`src/rtl/lap_recall_ctrl.sv`:
```
// Lap/recall controller: captures BCD lap times into a circular buffer and muxes the display source.
// Optional macro LAP_SPLIT_EN: RECALL shows split times (BCD difference to the previous lap).
module lap_recall_ctrl #(
  parameter int LAP_DEPTH  = 8,
  parameter int AW         = 3,
  parameter int HOLD_TICKS = 2000
) (
  input  logic          clk,
  input  logic          rst,
  input  logic          clk_en,
  input  logic          lap_btn,
  input  logic          mode_btn,
  input  logic          counting,
  input  logic          reset_timer,
  input  logic [15:0]   live_time,
  output logic [15:0]   disp_time,
  output logic [AW:0]   lap_count,
  output logic [AW-1:0] recall_idx,
  output logic [1:0]    state_o,
  output logic          overflow
);

  localparam logic [1:0] ST_LIVE   = 2'b00;
  localparam logic [1:0] ST_HOLD   = 2'b01;
  localparam logic [1:0] ST_RECALL = 2'b10;

  localparam int            HW          = (HOLD_TICKS > 1) ? $clog2(HOLD_TICKS) : 1;
  localparam logic [HW-1:0] HOLD_RELOAD = HW'(HOLD_TICKS - 1);
  localparam logic [AW:0]   DEPTH_C     = (AW + 1)'(LAP_DEPTH);

  logic [1:0]    r_state;
  logic [AW-1:0] r_wr_ptr;
  logic [AW:0]   r_lap_count;
  logic [AW-1:0] r_recall_idx;
  logic          r_overflow;
  logic [HW-1:0] r_hold;
  logic          r_lap_q;
  logic          r_mode_q;
  logic [15:0]   r_disp;
  logic [15:0]   r_buf [LAP_DEPTH];

  logic          w_lap_press;
  logic          w_mode_press;
  logic          w_capture;
  logic [AW-1:0] w_count_lo;
  logic [AW-1:0] w_newest_phys;
  logic [AW-1:0] w_rec_phys;
  logic [15:0]   w_recall_val;

  // Press = released-to-pressed edge between consecutive clk_en samples.
  assign w_lap_press  = clk_en & r_lap_q  & ~lap_btn;
  assign w_mode_press = clk_en & r_mode_q & ~mode_btn;
  assign w_capture    = w_lap_press & ~w_mode_press & ~reset_timer & counting &
                        ((r_state == ST_LIVE) || (r_state == ST_HOLD));

  // A full buffer has lap_count == LAP_DEPTH, whose low bits wrap to 0 as intended.
  assign w_count_lo    = r_lap_count[AW-1:0];
  assign w_newest_phys = r_wr_ptr - 1'b1;
  assign w_rec_phys    = r_wr_ptr - w_count_lo + r_recall_idx;

`ifdef LAP_SPLIT_EN
  logic [AW-1:0] w_prev_phys;
  logic [15:0]   w_prev_val;

  function automatic logic [15:0] bcd_sub(input logic [15:0] a, input logic [15:0] b);
    logic [4:0]  d;
    logic        borrow;
    logic [15:0] res;
    res    = '0;
    borrow = 1'b0;
    for (int i = 0; i < 4; i++) begin
      d = {1'b0, a[4*i +: 4]} - {1'b0, b[4*i +: 4]} - {4'b0, borrow};
      if (d[4]) begin
        d      = d + ((i == 3) ? 5'd6 : 5'd10);
        borrow = 1'b1;
      end else begin
        borrow = 1'b0;
      end
      res[4*i +: 4] = d[3:0];
    end
    return res;
  endfunction

  assign w_prev_phys  = w_rec_phys - 1'b1;
  assign w_prev_val   = (r_recall_idx == '0) ? 16'h0000 : r_buf[w_prev_phys];
  assign w_recall_val = bcd_sub(r_buf[w_rec_phys], w_prev_val);
`else
  assign w_recall_val = r_buf[w_rec_phys];
`endif

  // Buffer contents need no reset; lap_count defines which entries are valid.
  always_ff @(posedge clk) begin
    if (w_capture) begin
      r_buf[r_wr_ptr] <= live_time;
    end
  end

  always_ff @(posedge clk) begin
    if (rst) begin
      r_state      <= ST_LIVE;
      r_wr_ptr     <= '0;
      r_lap_count  <= '0;
      r_recall_idx <= '0;
      r_overflow   <= 1'b0;
      r_hold       <= '0;
      r_lap_q      <= 1'b1;
      r_mode_q     <= 1'b1;
      r_disp       <= 16'h0000;
    end else begin
      if (clk_en) begin
        r_lap_q  <= lap_btn;
        r_mode_q <= mode_btn;
      end

      case (r_state)
        ST_LIVE:   r_disp <= live_time;
        ST_HOLD:   r_disp <= r_buf[w_newest_phys];
        ST_RECALL: r_disp <= w_recall_val;
        default: begin
          r_disp  <= live_time;
          r_state <= ST_LIVE;
        end
      endcase

      // Hold countdown is the default; later assignments (capture, mode) override it.
      if (clk_en && (r_state == ST_HOLD)) begin
        if (r_hold == '0) r_state <= ST_LIVE;
        else              r_hold  <= r_hold - 1'b1;
      end

      if (reset_timer) begin
        r_state      <= ST_LIVE;
        r_wr_ptr     <= '0;
        r_lap_count  <= '0;
        r_recall_idx <= '0;
        r_overflow   <= 1'b0;
        r_hold       <= '0;
      end else if (w_mode_press) begin
        if (r_state == ST_RECALL) begin
          r_state <= ST_LIVE;
        end else if (r_lap_count != '0) begin
          r_state      <= ST_RECALL;
          r_recall_idx <= w_count_lo - 1'b1;
        end
      end else if (w_lap_press) begin
        if (r_state == ST_RECALL) begin
          if (r_recall_idx == '0) r_recall_idx <= w_count_lo - 1'b1;
          else                    r_recall_idx <= r_recall_idx - 1'b1;
        end else if (w_capture) begin
          r_wr_ptr <= r_wr_ptr + 1'b1;
          if (r_lap_count == DEPTH_C) r_overflow  <= 1'b1;
          else                        r_lap_count <= r_lap_count + 1'b1;
          r_hold  <= HOLD_RELOAD;
          r_state <= ST_HOLD;
        end
      end
    end
  end

  assign disp_time  = r_disp;
  assign lap_count  = r_lap_count;
  assign recall_idx = r_recall_idx;
  assign state_o    = r_state;
  assign overflow   = r_overflow;

endmodule

```
`config.mk`:
```
export PLATFORM = sky130hd
export DESIGN_NAME = lap_recall_ctrl
export DESIGN_NICKNAME = d
export VERILOG_FILES = /design/src/rtl/lap_recall_ctrl.sv
export SDC_FILE = /design/constraint.sdc
export NUM_CORES = 1
export LEC_CHECK = 0
export CAP_MARGIN = 20
export CORE_MARGIN = 5
export CORE_UTILIZATION = 40
export CTS_CLUSTER_SIZE = 16
export DETAILED_ROUTE_END_ITERATION = 12
export GPL_ROUTABILITY_DRIVEN = 0
export PLACE_DENSITY = 0.57
export RECOVER_POWER = 50
export SYNTH_ARGS = -nofsm -noshare
export SYNTH_HDL_FRONTEND = slang
export SYNTH_SLANG_ARGS = --single-unit
export TNS_END_PERCENT = 10
```
`constraint.sdc`:
```
create_clock -name clk -period 3.2 [get_ports clk]
set_input_delay 0.32 -clock clk [delete_from_list [all_inputs] [get_ports clk]]
set_output_delay 0.32 -clock clk [all_outputs]
set_load 0.02 [all_outputs]
```
==> results.toml <==
[worst_setup_path]
endpoint_kind = "flop"
critPathMaxFanout = 32
reg2reg_slack_ns = 0.26
crit_buf_inv = 2
crit_path_start_kind = "flop"
crit_required_ns = 3.51
cp_common_cell = "fa_1"
crit_chain = "inv_1 > fa_1 > fa_1 > buf_12 > mux4_2 > mux2_2 > a2bb2oi_1 > a211oi_1"
slowest_delay_ns = 0.54
arrival_ns = 3.25
crit_type = "flop to flop"
critPathTopFamily = "adder cells"
critPathSlowestCell = "fa_1"

[clock_network]
cts_buffers = 17
clock_latency_ns = 0.43
htree_levels = 4
clk_pin_slew_ns = 0.07
cts_resized = 0
postCtsHoldBufs = 0
clockBufferDepth = 2
postCtsSetupBuffers = 0
cts_sinks = 170
cts_tree = "done"
clock-root-buffer = "clkbuf_16"

[synth]
synthFlopType = "edfxtp_1"
syn-cell-area_um2 = 8100
ys_types = 46
yosys.area.top_type = "edfxtp_1"
synth_area_leaders = "edfxtp_1 47%, mux4_2 13%, dfxtp_1 10%"
syn_inst = 561
synth_area_per_cell_um2 = 14.44
synth_nets = 599
synth_edf_count = 128
async_reset_ff_share_pct = 0
synth-seq-cells = 170
synth_warnings = 0
yosysTopAreaCellShare_pct = 47.45
ys_seq_area_share_pct = 57.83

[cells_and_area]
layout-drive-gt1-share_pct = 23.57
most-common-layout-cells = "128 x edfxtp_1, 53 x nor2_1, 48 x mux4_2, 44 x dlygate4sd3_1, 41 x dfxtp_1"
final_core_util_pct = 48.33
nNetsFinal = 653
syn_to_final_growth_pct = 19.94
layout_commonest_cell = "edfxtp_1"

[global_routing]
grt_usage_pct = 17.04
grt_max_degree = 51
grt_pass1_vias = 5249
grt_pass1_wl_um = 30290
antenna_found_initial = 0
overflow = 0

[floorplan]
fp.coreArea_um2 = 20100
die-area_um2 = 23200
dieWidth_um = 152.3
initial_core_util_pct = 40.29
pin_count = 49
die_y_um = 152.3
fp-row-count = 52

[pwr]
leakage_nw = 3.206
max-vdd-ir-drop_v = 0.0003365
p_per_area_nw_per_um2 = 488.3

[timing]
tightest_slew_ns = 1.360
skew_ns = 0.009653
finalHoldViolations = 0
drv_slew = 0
finalSetupTns_ns = 0
setup_viol = 0
min_period_ns = 2.942
rsz0062_at_grt = "no"
max_slew_margin_pct = 9.332
min_period_over_period_pct = 91.93
clock.fmax_ghz = 0.3399

[detailed_routing]
detail-route-antenna-nets = 0
vias = 5036
firstDrtPassIters = 4
wl_um = 19360
drt_iter0_markers = 347
via_per_inst = 5.602
wl_per_cell_um = 21.53
drc = 0

[min_path]
min_path_type = "flop to flop"

[place]
hpwl_um = 11330
port_buffers = 48

[job]
drv_cap = 0

[run_status]
status = "completed"
power by group:
part | leakage, nW | internal (mW) | switching [mW]
logic | 1.41 | 0.0909 | 0.116
clock network | 0.298 | 1.19 | 0.952
registers | 1.49 | 2.38 | 0.00751
state kept, by name (all words and copies together), names as in the netlist:
| signal | count |
|---|---|
| disp_time | 16 |
| r_lap_q | 1 |
| lap_count | 4 |
| r_buf | 128 |
| r_wr_ptr | 3 |
| overflow | 1 |
| state_o | 2 |
| recall_idx | 3 |
| r_mode_q | 1 |
| r_hold | 11 |
cells in the mapped netlist (16+ instances only):
cell type,n
nand3_1,23
dfxtp_1,42
nor2_1,53
clkbuf_1,27
mux2_2,30
inv_1,18
edfxtp_1,128
mux4_2,48
a2bb2oi_1,16
mux2i_1,21
a21oi_1,16
logic make-up after synthesis:
| group | share of synthesized area, % |
|---|---|
| and+or+nand+nor | 7.507 |
| buffers and inverters | 2.827 |
| DFF | 57.83 |
| adders and majority gates | 2.502 |
| xor gates and xnor gates | 2.101 |
| muxes | 20.30 |
| AOI/OAI and AO/OA | 6.936 |
through the flow:
| stage | cells | setup WS, ns | power (mW) | hold WS [ns] | area (um^2) |
|---|---|---|---|---|---|
| 2_1_floorplan | 561 | 0.2151 | 2.551 | 0.4189 | 8100 |
| 3_3_place_gp | 866 | 0.3734 | 2.656 | 0.4470 | 9099 |
| 3_5_place_dp | 866 | 0.2998 | 2.661 | 0.4600 | 9099 |
| 4_1_cts | 898 | 0.2541 | 4.806 | 0.4797 | 9721 |
| 5_1_grt | 898 | 0.1072 | 4.900 | 0.5081 | 9713 |
| 6_report | 899 | 0.2582 | 4.744 | 0.4761 | 9716 |
metal layers:
layer  share of wire [%]  track usage (%)
met1                  43            22.76
met2                  49            28.11
met3                 6.4            3.863
met4                 1.2            4.880
met5                   0                0
path summary, 6_finish.rpt:
kind                             from                 endpoint  depth (start not counted)
max          r_wr_ptr[1]$_SDFFE_PP0P_  disp_time[5]$_SDFF_PP0_                          8
min             overflow$_SDFFE_PP0P_    overflow$_SDFFE_PP0P_                          2
min reg2reg     overflow$_SDFFE_PP0P_    overflow$_SDFFE_PP0P_                          2
max reg2reg  r_wr_ptr[1]$_SDFFE_PP0P_  disp_time[5]$_SDFF_PP0_                          8
worst register-to-register path, stage by stage (launching register included):
cell       delay (ns)
dfxtp_1          0.51
inv_1            0.16
fa_1             0.47
fa_1             0.54
buf_12           0.25
mux4_2           0.37
mux2_2           0.27
a2bb2oi_1        0.14
a211oi_1         0.11
layout make-up:
cell class | instances | area (um^2)
Sequential cell | 170 | 4686
Clock inverter | 15 | 196.4
Inverter | 18 | 67.56
Antenna cell | 1 | 2.502
Timing Repair Buffer | 74 | 793.3
Clock buffer | 17 | 425.4
Multi-Input combinational cell | 334 | 3207
Fill cell | 1719 | 10390
Tap cell | 270 | 337.8
(Power assumes the default switching activity.)
